### src/rtl/gaussian_pkg.sv
// ---------------------------------------------------------------------------
// gaussian_pkg
// Shared definitions for the Gaussian window path: window geometry, the
// window-builder FSM state type and a tap-position helper.
// ---------------------------------------------------------------------------
package gaussian_pkg;

    localparam int WIN_SIZE   = 5;
    localparam int WIN_TAPS   = 25;
    localparam int CENTER_TAP = 12;

    typedef enum logic [1:0] {
        IDLE  = 2'd0,
        RUN   = 2'd1,
        FLUSH = 2'd2
    } state_t;

    // Flat tap number of (row, column) inside the window vector.
    function automatic int tap_index(input int r, input int c);
        return r * WIN_SIZE + c;
    endfunction

endpackage

### src/rtl/win_col_shift.sv
// ---------------------------------------------------------------------------
// win_col_shift
// Five-deep column shift register for one window row. On each shift the
// newest pixel enters column 4 and column 0 (leftmost) drops out.
// Ports:
//   clk, rst    rising-edge clock, synchronous active-high reset
//   shift_en    advance the register by one column
//   din         newest pixel of this row
//   taps        column c at bits [c*DATA_WIDTH +: DATA_WIDTH], c=0 oldest
// ---------------------------------------------------------------------------
module win_col_shift
    import gaussian_pkg::*;
#(
    parameter int DATA_WIDTH = 8
) (
    input  logic                           clk,
    input  logic                           rst,
    input  logic                           shift_en,
    input  logic [DATA_WIDTH-1:0]          din,
    output logic [WIN_SIZE*DATA_WIDTH-1:0] taps
);

    logic [DATA_WIDTH-1:0] col_r [WIN_SIZE];

    // Column storage: shift left by one position on every enabled sample.
    always_ff @(posedge clk) begin
        if (rst) begin
            for (int c = 0; c < WIN_SIZE; c++) begin
                col_r[c] <= '0;
            end
        end else if (shift_en) begin
            for (int c = 0; c < WIN_SIZE - 1; c++) begin
                col_r[c] <= col_r[c+1];
            end
            col_r[WIN_SIZE-1] <= din;
        end else begin
            for (int c = 0; c < WIN_SIZE; c++) begin
                col_r[c] <= col_r[c];
            end
        end
    end

    // Flatten the columns into the tap vector.
    always_comb begin
        taps = '0;
        for (int c = 0; c < WIN_SIZE; c++) begin
            taps[c*DATA_WIDTH +: DATA_WIDTH] = col_r[c];
        end
    end

endmodule

### src/rtl/gaussian_window_5x5.sv
// ---------------------------------------------------------------------------
// gaussian_window_5x5
// Consumer of the 5-row aligned line buffer. Discards the first PIPE_LAT
// samples of a frame (pipeline fill), then treats every enabled sample as
// an aligned column, builds a 5x5 window and emits interior windows only,
// with their centre coordinates. After the last input pixel it raises
// drain so the upstream pipeline keeps stepping until the final column
// has been sampled.
// Ports:
//   clk, rst          rising-edge clock, synchronous active-high reset
//   enable            shared pipeline strobe; all state holds while low
//   sof               start of frame (qualified by enable), input pixel 0
//   row_0..row_4      aligned taps, row_0 oldest line
//   drain             high while flushing the upstream pipeline
//   window            25 taps, tap (r,c) at [(r*5+c)*DATA_WIDTH +: DATA_WIDTH]
//   window_valid      one-cycle strobe per interior window
//   center_x/y        centre coordinate of the emitted window
//   frame_done        one-cycle pulse after the last aligned sample
//   frame_abort       one-cycle pulse when sof arrives mid-frame
// ---------------------------------------------------------------------------
module gaussian_window_5x5
    import gaussian_pkg::*;
#(
    parameter int DATA_WIDTH   = 8,
    parameter int LINE_WIDTH   = 1920,
    parameter int FRAME_HEIGHT = 1080,
    parameter int PIPE_LAT     = 5
) (
    input  logic                             clk,
    input  logic                             rst,
    input  logic                             enable,
    input  logic                             sof,
    input  logic [DATA_WIDTH-1:0]            row_0,
    input  logic [DATA_WIDTH-1:0]            row_1,
    input  logic [DATA_WIDTH-1:0]            row_2,
    input  logic [DATA_WIDTH-1:0]            row_3,
    input  logic [DATA_WIDTH-1:0]            row_4,
    output logic                             drain,
    output logic [WIN_TAPS*DATA_WIDTH-1:0]   window,
    output logic                             window_valid,
    output logic [$clog2(LINE_WIDTH)-1:0]    center_x,
    output logic [$clog2(FRAME_HEIGHT)-1:0]  center_y,
    output logic                             frame_done,
    output logic                             frame_abort
);

    localparam int CX_W     = $clog2(LINE_WIDTH);
    localparam int CY_W     = $clog2(FRAME_HEIGHT);
    localparam int IN_W     = $clog2(LINE_WIDTH * FRAME_HEIGHT + 1);
    localparam int FILL_W   = $clog2(PIPE_LAT + 1);
    localparam int ROW_BITS = WIN_SIZE * DATA_WIDTH;

    localparam logic [IN_W-1:0]   FRAME_PIXELS = IN_W'(LINE_WIDTH * FRAME_HEIGHT);
    localparam logic [FILL_W-1:0] FILL_DONE    = FILL_W'(PIPE_LAT);
    localparam logic [CX_W-1:0]   COL_LAST     = CX_W'(LINE_WIDTH - 1);
    localparam logic [CY_W-1:0]   LINE_LAST    = CY_W'(FRAME_HEIGHT - 1);
    localparam logic [CX_W-1:0]   COL_MIN      = CX_W'(WIN_SIZE - 1);
    localparam logic [CY_W-1:0]   LINE_MIN     = CY_W'(WIN_SIZE - 1);

    state_t                state_r;
    logic [IN_W-1:0]       in_cnt_r;
    logic [FILL_W-1:0]     fill_cnt_r;
    logic [CX_W-1:0]       col_r;
    logic [CY_W-1:0]       line_r;

    logic [DATA_WIDTH-1:0] rows_s     [WIN_SIZE];
    logic [ROW_BITS-1:0]   col_taps_s [WIN_SIZE];
    logic                  aligned_s;
    logic                  interior_s;
    logic                  last_col_s;
    logic [IN_W-1:0]       in_cnt_next_s;
    logic [WIN_TAPS*DATA_WIDTH-1:0] window_next_s;

    assign rows_s[0] = row_0;
    assign rows_s[1] = row_1;
    assign rows_s[2] = row_2;
    assign rows_s[3] = row_3;
    assign rows_s[4] = row_4;

    for (genvar r = 0; r < WIN_SIZE; r++) begin : g_row
        win_col_shift #(
            .DATA_WIDTH (DATA_WIDTH)
        ) u_col_shift (
            .clk      (clk),
            .rst      (rst),
            .shift_en (aligned_s),
            .din      (rows_s[r]),
            .taps     (col_taps_s[r])
        );
    end

    // Sample classification: a sof sample is pixel 0 of a new frame and is
    // never aligned, even when the previous frame had finished filling.
    always_comb begin
        aligned_s = 1'b0;
        if (enable && !sof && (state_r != IDLE) && (fill_cnt_r == FILL_DONE)) begin
            aligned_s = 1'b1;
        end else begin
            aligned_s = 1'b0;
        end
        interior_s    = (col_r >= COL_MIN) && (line_r >= LINE_MIN);
        last_col_s    = (col_r == COL_LAST) && (line_r == LINE_LAST);
        in_cnt_next_s = in_cnt_r + IN_W'(1);
    end

    // Window as it will look after this sample shifts in: the stored columns
    // are one sample behind, so append the live row taps on the right.
    always_comb begin
        window_next_s = '0;
        for (int r = 0; r < WIN_SIZE; r++) begin
            window_next_s[tap_index(r, 0)*DATA_WIDTH +: ROW_BITS] =
                {rows_s[r], col_taps_s[r][ROW_BITS-1:DATA_WIDTH]};
        end
    end

    // Frame FSM, position counters and all registered outputs.
    always_ff @(posedge clk) begin
        if (rst) begin
            state_r      <= IDLE;
            in_cnt_r     <= '0;
            fill_cnt_r   <= '0;
            col_r        <= '0;
            line_r       <= '0;
            drain        <= 1'b0;
            window       <= '0;
            window_valid <= 1'b0;
            center_x     <= '0;
            center_y     <= '0;
            frame_done   <= 1'b0;
            frame_abort  <= 1'b0;
        end else begin
            window_valid <= 1'b0;
            frame_done   <= 1'b0;
            frame_abort  <= 1'b0;
            if (enable) begin
                case (state_r)
                    IDLE: begin
                        if (sof) begin
                            state_r    <= RUN;
                            in_cnt_r   <= IN_W'(1);
                            fill_cnt_r <= FILL_W'(1);
                            col_r      <= '0;
                            line_r     <= '0;
                        end
                    end
                    RUN, FLUSH: begin
                        if (sof) begin
                            // Restart on this pixel; column contents are left
                            // alone since the first columns are never interior.
                            frame_abort <= 1'b1;
                            state_r     <= RUN;
                            drain       <= 1'b0;
                            in_cnt_r    <= IN_W'(1);
                            fill_cnt_r  <= FILL_W'(1);
                            col_r       <= '0;
                            line_r      <= '0;
                        end else begin
                            if (state_r == RUN) begin
                                in_cnt_r <= in_cnt_next_s;
                                if (in_cnt_next_s == FRAME_PIXELS) begin
                                    state_r <= FLUSH;
                                    drain   <= 1'b1;
                                end
                            end
                            if (!aligned_s) begin
                                fill_cnt_r <= fill_cnt_r + FILL_W'(1);
                            end else begin
                                if (interior_s) begin
                                    window_valid <= 1'b1;
                                    window       <= window_next_s;
                                    center_x     <= col_r - CX_W'(2);
                                    center_y     <= line_r - CY_W'(2);
                                end
                                if (col_r == COL_LAST) begin
                                    col_r  <= '0;
                                    line_r <= (line_r == LINE_LAST) ? '0 : line_r + CY_W'(1);
                                end else begin
                                    col_r <= col_r + CX_W'(1);
                                end
                                if ((state_r == FLUSH) && last_col_s) begin
                                    state_r    <= IDLE;
                                    drain      <= 1'b0;
                                    frame_done <= 1'b1;
                                end
                            end
                        end
                    end
                    default: begin
                        state_r <= IDLE;
                        drain   <= 1'b0;
                    end
                endcase
            end
        end
    end

endmodule

### config.mk
export PLATFORM = sky130hd
export DESIGN_NAME = gaussian_window_5x5
export DESIGN_NICKNAME = d
export VERILOG_FILES = /design/src/rtl/gaussian_pkg.sv /design/src/rtl/win_col_shift.sv /design/src/rtl/gaussian_window_5x5.sv
export SDC_FILE = /design/constraint.sdc
export NUM_CORES = 1
export LEC_CHECK = 0
export CAP_MARGIN = 40
export CORE_UTILIZATION = 58
export DETAILED_ROUTE_END_ITERATION = 10
export GPL_ROUTABILITY_DRIVEN = 0
export PLACE_DENSITY = 0.81
export SLEW_MARGIN = 25
export SYNTH_ARGS = -nofsm -noshare
export SYNTH_HDL_FRONTEND = slang
export SYNTH_SLANG_ARGS = --single-unit
### constraint.sdc
create_clock -name clk -period 14.2 [get_ports clk]
set_clock_uncertainty 0.05 [all_clocks]
set_input_delay 1.42 -clock clk [delete_from_list [all_inputs] [get_ports clk]]
set_output_delay 1.42 -clock clk [all_outputs]
set_load 0.05 [all_outputs]
## Word level (Yosys, flattened, before mapping)

Memories as Yosys holds them, arrays and structs flattened.
Index checks and enable logic that the tools add are counted.

| word-level totals | value |
|---|---|
| register bits after elaboration | 274 |
| memory bits (writable) | 200 |
| input port bits | 44 |
| word-level logic and storage cells | 206 |
| memories | 5 |

| cells by class | value |
|---|---|
| add/sub/neg operators | 6 |
| magnitude comparators | 2 |
| equal/unequal tests | 12 |
| muxes and demuxes | 93 |
| bitwise logic cells | 55 |
| reduce and logical (&&, ||, !) cells | 21 |

Memories:

| memory | words | width | read ports | clocked after Yosys merged registers in | wr ports | line | RTL |
|---|---|---|---|---|---|---|---|
| g_row[0].u_col_shift.col_r | 5 | 8 | 4 | 0 | 5 | win_col_shift.sv:23 | `logic [DATA_WIDTH-1:0] col_r [WIN_SIZE];` |
| g_row[1].u_col_shift.col_r | 5 | 8 | 4 | 0 | 5 | win_col_shift.sv:23 |  |
| g_row[2].u_col_shift.col_r | 5 | 8 | 4 | 0 | 5 | win_col_shift.sv:23 |  |
| g_row[3].u_col_shift.col_r | 5 | 8 | 4 | 0 | 5 | win_col_shift.sv:23 |  |
| g_row[4].u_col_shift.col_r | 5 | 8 | 4 | 0 | 5 | win_col_shift.sv:23 |  |

Operators with widths:

| kind | count |
|---|---|
| $mux 8 | 50 |
| $mux 11 | 8 |
| $mux 21 | 3 |
| $or 1x1->1 | 50 |
| $pmux 11 s2 | 2 |
| $pmux 21 s2 | 1 |
| $add 11x1->11 const B | 2 |
| $eq 11x11->1 const B | 2 |
| $ge 11x3->1 const B | 2 |
| $sub 11x2->11 const B | 2 |
| $add 21x1->21 const B | 1 |
| $eq 21x21->1 const B | 1 |
| $mux 1 | 17 |
| $mux 2 | 6 |
| $ne 3x3->1 const B | 4 |
| $reduce_and 4->1 | 3 |
| $reduce_and 5->1 | 2 |
| $mux 3 | 3 |
| $logic_and 1x1->1 | 6 |
| $pmux 3 s2 | 1 |
| $reduce_and 2->1 | 3 |
| $not 1->1 | 5 |
| $reduce_or 5->1 | 1 |
| $pmux 2 s2 | 1 |
| 12 further kinds | 13 |

## Logic depth before layout (Yosys ltp)

| depth | value |
|---|---|
| depth after elaboration | 10 |
| mapped depth | 10 |
| depth with buffers taken out | 8 |

## Modules after synthesis

Synthesis repeated with hierarchy kept, for this count alone.

| unflattened totals | value |
|---|---|
| cell total of the unflattened synthesis | 1816 |
| area, all modules | 18960.7 um^2 |

Modules (own cells, without submodules):

| module | instances | cells each | area each (um^2) | seq. area each (um^2) |
|---|---|---|---|---|
| gaussian_window_5x5 | 1 | 1371 | 10921.7 | 5485.3 |
| win_col_shift | 5 | 89 | 1607.8 | 1201.2 |

## Worst setup path before layout

No wires, ideal clock.

| path | value |
|---|---|
| path kind | input to register |
| start | in sof |
| end | mem g_row[0].u_col_shift.col_r[1][2] (netlist: g_row[0].u_col_shift.col_r[0][10]) (enable) |
| library setup time | 526 ps |
| arrival time | 5440 ps |
| data required time | 13624 ps |
| slack | 8185 ps |
| cell stages on the path | 4 |
| cell sequence | clkbuf_1 nand3b_1 or2_2 nand2_1 |

RTL lines:

| item | line | RTL |
|---|---|---|
| start, declared | gaussian_window_5x5.sv:32 | `input logic sof,` |
| end, declared | win_col_shift.sv:23 |  |

## Worst setup path after layout

| path | value |
|---|---|
| start | in enable |
| end | reg window[86] (read register of g_row[2].u_col_shift.col_r) |

| on the way | value |
|---|---|
| longest elaborated chain between the ends | 5 |

Ends and longest elaborated chain:

| item | line | RTL |
|---|---|---|
| start, declared | gaussian_window_5x5.sv:31 | `input logic enable,` |
| $logic_and 1x1->1 (3 in series) | gaussian_window_5x5.sv:96 | `if (enable && !sof && (state_r != IDLE) && (fill_cnt_r == FILL_DONE)) begin` |
| $mux 1 | gaussian_window_5x5.sv:96 |  |
| $reduce_and 5->1 (no line) (*) | n/a |  |
| end, declared | gaussian_window_5x5.sv:39 | `output logic [WIN_TAPS*DATA_WIDTH-1:0] window,` |

Every way passes the cells marked *; elsewhere a longest branch is shown, timed or not.
A chain may end at the register's enable or synchronous reset.

==> impl_metrics.csv <==
group,metric,value,unit
outcome,status,"finished clean",
global_routing,grt_usage,27.58,%
drt,final_antenna_net_count,0,
power_and_ir_drop,sw_frac_of_total,20.21,%
sta,setup_tns,0,ns
setup_path,ff2ff_setup_slack,10.60,ns
setup_path,path_max_fanout,83,
sta,setup_violations,0,
power_and_ir_drop,combPwrFrac,2.6,%
global_routing,grt_pass1_vias,12790,
cts,post-cts-setup-buffer-count,0,
layout,n_antenna_cell,0,
sta,clock.fmax,234.4,MHz
worst_hold_path,worstHoldPathCells,2,
global_routing,antenna_found_initial,0,
synthesis,synth_seq_cells,434,
sta,slew_viol_final,0,
drt,vias,13300,
layout,syn2layout_area_growth,25.81,%
drt,via_per_inst,5.628,
setup_path,crit_chain,"clkdlybuf4s50_1, nand2b_1, or2_2, a211o_1, nor2_4, buf_4, buf_6, buf_16, nand2_1, a21oi_1",
global_routing,grt_util_met3,6.508,%
cts,hold_buffers,0,
cts,cts_tree,"yes",
synthesis,synth_common_cells,"nand2_1, dfxtp_1, a21oi_1",
drt,routed_wl,41540,um
synthesis,synth.distinct_cells,52,
sta,fin_crit_sh,30.04,%
sta,finalHoldViolCount,0,
cts,clkTransAtPathRegs,0.06,ns
power_and_ir_drop,p_clk_share,46.1,%
setup_path,path_buf_inv,4,
synthesis,async_flop_share,0,%
cts,clockBufferDepth,3,
setup_path,cp.required,14.59,ns
sta,relSlewSlack,46.80,%
synthesis,synth_top_area_share,32.43,%
global_routing,grt_start_max_net_pins,112,
setup_path,cp.arrival,4.65,ns
power_and_ir_drop,seqPwrFrac,51.4,%
power_and_ir_drop,ir_drop,0.1088,mV
worst_hold_path,hp-class,"reg -> reg",
synthesis,ys.flop_type,"dfxtp_1",
floorplan,die-area,0.02985,sq mm
synthesis,ys_seq_area_share,60.83,%
power_and_ir_drop,p_leak,0.007934,uW
synthesis,synth_fp_nets,1797,
drt,drt_iter0_markers,1083,
synthesis,avgSynthCellArea,9.733,sq um
place,portBuffers,269,
layout,nNetsFinal,2003,
cts,post_cts_resized,0,
setup_path,r2r_cells,11,
power_and_ir_drop,powerDensity,120.1,mW/mm^2
worst_hold_path,min_to,"window[137]",
cts,cts_root_buffer,"clkbuf_16",
place,dp.cells,2277,
floorplan,core_area,0.02870,sq mm
floorplan,dieWidth,172.8,um
floorplan,start_util,58.94,%
sta,tightest_slew,0.7980,ns
floorplan,num_io_pins,270,
global_routing,gr-usage-met2,45.95,%
drt,drt-pass1-iter-count,7,
layout,drive_gt1_share,5.356,%
synthesis,yosys.area.top_type,"dfxtp_1",
drt,route.detailed.drc,0,
setup_path,worstSetupPathType,"in -> reg",
global_routing,use_met1,35.19,%
sta,rsz0062_at_grt,"no",
floorplan,rows,62,
sta,finalCriticalPeriod,4.266,ns
synthesis,yosysWarnings,0,
cts,h-tree-depth,2,
synthesis,yosys-top-cells-area,"dfxtp_1, edfxtp_1, nand2_1, a21oi_1, and3_1",
cts,cts_made_buffers,44,
setup_path,startpoint_type,"input pin",
setup_path,r2r_end,"window[86]",
flow_run,maxCapViolations,0,
synthesis,synth.most_common_cell,"nand2_1",
setup_path,endpoint_kind,"flip-flop",
global_routing,busiest_layer,"met2",
setup_path,crit_family,"buffers and inverters",
worst_hold_path,hp-start,"window[137]",
floorplan,dieHeight,172.8,um
global_routing,grt_overflow,0,
setup_path,reg2reg_from,"state_r[0]",
synthesis,synth_edf_count,160,
cts,clock_sink_count,434,
cts,clk_latency,0.53,ns
global_routing,grt_pass1_wl,67280,um
setup_path,cp_slowest_cell,"clkdlybuf4s50_1",
power_and_ir_drop,p_int,2039,uW
place,dp_hpwl,25750,um
layout,instances_no_fill,2363,
setup_path,max_stage_delay,0.65,ns
drt,wl_per_cell,17.58,um
synthesis,syn_area,0.01692,sq mm
synthesis,synthCells,1738,
power_and_ir_drop,p_sw,516.5,uW
-- power by group through the flow --
stage	registers [uW]	clock network [uW]	logic, uW
after floorplan	1340	0	34.1
after global placement	1340	0	60.6
after detailed placement	1340	0	63.2
after CTS	1310	1190	63.4
after global routing	1310	1250	71.0
final	1310	1180	65.8
-- cell type report --
type	instances	area [sq um]
Sequential cell	434	10290
Fill cell	1989	7420
Clock inverter	15	180.2
Inverter	13	51.30
Clock buffer	66	1316
Multi-Input combinational cell	1160	5952
Timing Repair Buffer	291	3013
Tap cell	384	480.5
-- per-stage QoR --
step | hold slack (ns) | setup WS, ns | area [sq um] | power, uW | utilization (%)
after floorplan | 0.4028 | 8.185 | 16920 | 1374 | -
after global placement | 0.3839 | 9.131 | 19570 | 1400 | 68.17
after detailed placement | 0.3953 | 9.357 | 19680 | 1402 | 68.57
after CTS | 0.4034 | 9.854 | 21180 | 2569 | 73.78
after global routing | 0.4182 | 9.755 | 21280 | 2632 | 74.15
final | 0.4026 | 9.934 | 21280 | 2555 | 74.15
-- cell usage in the layout, fill, tap and decap left out, types with 10 or more instances in the layout --
| cell | instances |
|---|---|
| or3_1 | 16 |
| nor3_1 | 14 |
| and3_1 | 175 |
| clkbuf_1 | 11 |
| dfxtp_1 | 274 |
| clkbuf_8 | 10 |
| clkdlybuf4s50_1 | 268 |
| nand2_1 | 442 |
| xnor2_1 | 17 |
| inv_1 | 12 |
| o21ai_0 | 24 |
| clkbuf_16 | 46 |
| a21oi_1 | 241 |
| a211oi_1 | 17 |
| nand3b_1 | 10 |
| buf_4 | 13 |
| nand4_1 | 14 |
| nand3_1 | 18 |
| nor2_1 | 73 |
| nor4_1 | 10 |
| ha_1 | 15 |
| xor2_1 | 17 |
| edfxtp_1 | 160 |
-- worst max path at each step --
stage                      start                                 to  slack, ns  cells past startpoint
after floorplan              sof  g_row[0].u_col_shift.col_r[0][10]       8.18                      4
after global placement    enable                         window[58]       9.13                      9
after detailed placement  enable                         window[58]       9.36                      9
after CTS                 enable                        window[185]       9.85                      9
after global routing      enable                         window[86]       9.75                     10
final                     enable                         window[86]       9.93                     10
-- logic make-up (layout without fill, tap and decap cells) --
logic type      after synthesis  in the layout  synth area share, %
mux                           3              3               0.1775
buf+inv                     144            385                4.127
fa+ha+maj                    15             15                1.109
xor+xnor                     34             34                1.760
compound gates              306            306                9.786
simple gates                802            802                22.21
flops                       434            434                60.83
-- worst register-to-register path: stages, from the launching register on --
cell	delay (ns)
dfxtp_1	0.42
inv_1	0.09
ha_1	0.31
nand2b_1	0.26
or2_2	0.39
a211o_1	0.29
nor2_4	0.10
buf_4	0.57
buf_6	0.37
buf_16	0.36
nand2_1	0.13
a21oi_1	0.17
-- state kept, by name, indices dropped and copies added (netlist names), 3 cells and up --
register	flops
center_x	11
center_y	11
col_r	11
fill_cnt_r	3
g_row.u_col_shift.col_r	160
in_cnt_r	21
line_r	11
window	200
-- layer usage --
layer  vias up  wire length [um]
li1       6391                 -
met1      6352             16770
met2       472             20240
met3        85              3122
met4         0              1408
met5         -                 0
Power figures use the tool's default switching activity.
==> RTL change 1 (same flow settings) <==
`DATA_WIDTH` is set to 8 in 2 places; all go to 7.
--- a/src/rtl/win_col_shift.sv
+++ b/src/rtl/win_col_shift.sv
@@ -12,5 +12,5 @@
     import gaussian_pkg::*;
 #(
-    parameter int DATA_WIDTH = 8
+    parameter int DATA_WIDTH = 7
 ) (
     input  logic                           clk,
--- a/src/rtl/gaussian_window_5x5.sv
+++ b/src/rtl/gaussian_window_5x5.sv
@@ -22,5 +22,5 @@
     import gaussian_pkg::*;
 #(
-    parameter int DATA_WIDTH   = 8,
+    parameter int DATA_WIDTH   = 7,
     parameter int LINE_WIDTH   = 1920,
     parameter int FRAME_HEIGHT = 1080,
Interface: changed (6 resized); port bits go from 270 to 240. The function was not compared with the original's and may differ.
==> RTL change 1 against the unedited design <==
Maximum frequency shrank 13%. Non-clock buffer count down 31. Sequential cell count fell by 45. Worst hold slack better by 0.0022 ns. Cell area shrank 3.6%. Power down 4.6%. Setup slack got worse by 0.63 ns. Global-route usage shrank 1.1 points. Synthesized area down 1.0%. Wire length fell by 6.0%. Via count is 8.9% lower. Largest cell class unchanged. Combinational power increased by 2%. Critical path type unchanged.
==> RTL change 1: results (changes against the unedited design) <==
| Metric | Value |
|---|---|
| Ys Warns | `0 (unchanged)` |
| Initial DRC count | `954 (-12%)` |
| Drt pass-1 iters | `5 (-2)` |
| Post-Route WL | `39.1 mm (-6.0%)` |
| Most frequent cells after synthesis | `dfxtp_1 (249), nand2_1 (225), a21oi_2 (170)` |
| Tightest Hold Check Type | `reg -> reg` |
| Status | `completed` |
| Fin. Hold Viols | `0 (unchanged)` |
| CTS H-tree depth | `2 (unchanged)` |
| FF-to-FF Start | `state_r[0]$_SDFFE_PP0P_` |
| Hold path startpoint | `center_y[10]$_SDFFE_PP0P_` |
| Synth cell types | `65 (+25%)` |
| Largest regs | `window (175), g_row.u_col_shift.col_r (140), in_cnt_r (21)` |
| Hold Path End | `center_y[10]$_SDFFE_PP0P_` |
| Worst R2R Path Depth | `8 (-3)` |
| Post-DP HPWL | `24.5 mm (-4.8%)` |
| Relative slew margins | `36.3% (-11 points)` |
| R2R Setup Slk | `9.68 ns (-0.92 ns)` |
| R2r endpoint | `g_row[1].u_col_shift.col_r[0][15]$_SDFFCE_PN0P_` |
| Share of cells above drive strength 1 | `24.8% (+19 points)` |
| Post-synth EDFFs | `140 (-13%)` |
| Peak supply drop | `0.105 mV (-3.1%)` |
| Placed Instance Area | `19000 µm² (-3.7%)` |
| Layout filler cell count | `2021 (+1.6%)` |
| Overall routing resource usage | `26.5% (-1.1 points)` |
| Initial antenna violation count | `0 (unchanged)` |
| Sequential fraction of the synthesis area | `54.9% (-6.0 points)` |
| Clk Latency, worst-skew pair | `0.52 ns` |
| Number of vias per cell | `5.57 (-1.1%)` |
| Worst EP arrival | `4.99 ns (+0.34 ns)` |
| Vias in the first global route | `11900 (-7.2%)` |
| Post-synthesis net count | `1647 (-8.3%)` |
| Largest net degree at the start of global routing | `100 (-11%)` |
| Global-route wire length before repair | `62.1 mm (-7.7%)` |
| Total CTS buffers | `40 (-9.1%)` |
| P_leak | `7.26 nW (-8.6%)` |
| Final nets | `1822 (-9.0%)` |
| Crit path max fanout | `87 (+4.8%)` |
| I/O Buffers | `239 (-11%)` |
| Synth area leaders | `dfxtp_1 (30%), edfxtp_1 (25%), a21oi_2 (8.9%)` |
-- RTL change 1: changes by cell type after synthesis, sizes merged, moves of 7 or more --
cell / before / now
nand3: 18 / 26
edfxtp: 160 / 140
dlygate4sd1: 0 / 10
and3: 175 / 145
nand3b: 10 / 1
nand2: 444 / 385
nor2: 75 / 84
or3: 16 / 7
dfxtp: 274 / 249
xnor2: 17 / 24
a21oi: 241 / 219
clkbuf: 77 / 67
-- RTL change 1: how the worst max path moves through the flow --
stage	slack (ns)	to	depth (start not counted)	start
floorplan	9.40	g_row[0].u_col_shift.col_r[0][10]$_SDFFCE_PN0P_	5	sof
global placement	8.28	window[170]$_SDFFE_PP0P_	9	enable
detailed placement	8.75	g_row[1].u_col_shift.col_r[0][10]$_SDFFCE_PN0P_	6	enable
CTS	9.31	g_row[1].u_col_shift.col_r[0][31]$_SDFFCE_PN0P_	6	enable
global route	9.05	g_row[1].u_col_shift.col_r[0][31]$_SDFFCE_PN0P_	6	enable
finish	9.31	g_row[1].u_col_shift.col_r[0][15]$_SDFFCE_PN0P_	6	enable
-- RTL change 1: cell type report --
cell class / count / area (µm²) / share of cell area [%]
clock inverters: 14 / 309 / 1.51
repair buffers: 260 / 2670 / 13.0
multi-input cells: 1061 / 6580 / 32.1
inverters: 16 / 62.6 / 0.305
flip-flops and latches: 389 / 9190 / 44.8
well taps: 378 / 473 / 2.31
clock buffers: 60 / 1230 / 5.99
-- RTL change 1: logic make-up after synthesis --
group | synth area share [%]
buffers and inverters | 5.95
AOI/OAI and AO/OA | 13.2
xor gates and xnor gates | 1.88
DFF | 54.9
and+or+nand+nor | 22.9
muxes | 0.0598
adders and majority gates | 1.12
-- RTL change 1: power breakdown --
group          internal [mW]  total [mW]  switching [mW]
registers               1.17        1.18         0.00826
clock network          0.763        1.20           0.432
logic                 0.0193      0.0674          0.0481
total                   1.95        2.44           0.489
-- RTL change 1: critical path, cell delays in order --
cell	delay (ns)
clkdlybuf4s50_1	0.58
nor3b_4	0.21
buf_4	0.54
buf_4	0.70
or2_4	0.76
buf_6	0.73
-- RTL change 1: layer usage --
layer	track usage, %	part of all wire, %
met1	34.4	42
met2	43.6	48
met3	5.56	6.8
met4	9.43	3.0
met5	0	0
-- RTL change 1: per-stage QoR --
stage                     util [%]  total power, mW  setup slack [ns]  hold WS, ns  cells
after floorplan                  -             1.24              9.40        0.390   1593
after CTS                     73.0             2.45              9.31        0.408   2176
after global placement        66.9             1.26              8.28        0.396   2095
final                         73.0             2.44              9.31        0.405   2178
after detailed placement      67.5             1.27              8.75        0.399   2102
after global routing          73.0             2.50              9.05        0.417   2178
==> RTL change 2 (same settings) <==
Without the edit above. The 3 states of `state_t` get a one-hot encoding in 3 bits.
--- a/src/rtl/gaussian_pkg.sv
+++ b/src/rtl/gaussian_pkg.sv
@@ -10,8 +10,8 @@
     localparam int CENTER_TAP = 12;
 
-    typedef enum logic [1:0] {
-        IDLE  = 2'd0,
-        RUN   = 2'd1,
-        FLUSH = 2'd2
+    typedef enum logic [2:0] {
+        IDLE  = 3'b001,
+        RUN   = 3'b010,
+        FLUSH = 3'b100
     } state_t;
 
Formal check against the unedited RTL: no difference found for any inputs over 4 cycles, from zero or initial values and one cycle with rst high; so few cycles prove little.
==> RTL change 2 against the unedited design <==
Worst hold slack got worse by 0.0013 ns. Sequential cell count increased by 1. Core utilization decreased by 0.30 points. Setup slack got worse by 0.33 ns. Clock power decreased by 3%. Wire length decreased by 6.4%. Power decreased by 1.8%. Critical path depth decreased by 2. Register-to-register slack improved by 0.15 ns. Synthesized area about the same. Cell area decreased by 0.41%. Largest cell class unchanged.
==> RTL change 2: results (changes against the unedited design) <==
| Metric | Value |
|---|---|
| Complex-gate fraction of the synthesized area | `10.0% (+0.24 points)` |
| Worst R2R Path Depth | `8 (-3)` |
| Post-Route WL | `38.9 mm (-6.4%)` |
| Fraction of area in multi-input gates | `28.3% (+0.32 points)` |
| Crit path max fanout | `64 (-23%)` |
| Fin worst setup slack | `9.60 ns (-0.331 ns)` |
| Via count | `12700 (-4.3%)` |
| Global-route wire length before repair | `62.6 mm (-7.0%)` |
| Hold Path End | `window[70]$_SDFFE_PP0P_` |
| FF-to-FF Start | `state_r[1]$_SDFFE_PP0P_` |
| Peak supply drop | `0.110 mV (+1.2%)` |
| Synth area leaders | `dfxtp_1 (33%), edfxtp_1 (28%), nand2_1 (9.8%)` |
| P_leak | `7.26 nW (-8.5%)` |
| Layout filler cell count | `2025 (+1.8%)` |
| Signal buf overhead | `13.7% (-0.42 points)` |
| Sequential fraction of the synthesis area | `60.9% (+0.082 points)` |
| Hold path startpoint | `window[70]$_SDFFE_PP0P_` |
| Initial DRC count | `940 (-13%)` |
| ClkCell Share | `6.81% (-0.23 points)` |
| Finished Layout Cells | `2361 (-0.085%)` |
| R2R Setup Slk | `10.75 ns (+0.15 ns)` |
| Clkbuf count | `62 (-6.1%)` |
| Vias in the first global route | `12500 (-2.7%)` |
| Placement Setup Slack | `8.90 ns (-0.452 ns)` |
| Area of the multi-input gates | `6000 µm² (+0.74%)` |
| Status | `completed` |
| Nonclk buf count | `284 (-2.4%)` |
==> RTL change 2: changes by cell type in the layout (fill, tap and decap cells not counted), moves of 5 or more <==
cell and delta:
a21oi_1 -9, a211oi_2 +6, nor2_1 +19, or3_1 -11, and3_1 -171, xnor2_1 +6
nand4_1 -5, o21ai_0 -5, nand3b_1 -5, nand3_1 +7, and2_1 +159, buf_4 -7
==> RTL change 2: where the power goes <==
group          total, mW  internal (mW)  switching [mW]
clock network       1.14          0.675           0.465
registers           1.32           1.31         0.00889
logic             0.0531         0.0180          0.0351
total               2.51           2.00           0.509
==> RTL change 2: per-layer routing <==
| layer | GRT usage (%) | vias to the layer above | share of wire [%] |
|---|---|---|---|
| met4 | 11.0 | 0 | 4.1 |
| li1 | - | 6209 | - |
| met5 | 0 | - | 0 |
| met3 | 6.35 | 93 | 7.0 |
| met2 | 43.1 | 377 | 49 |
| met1 | 31.2 | 6047 | 40 |
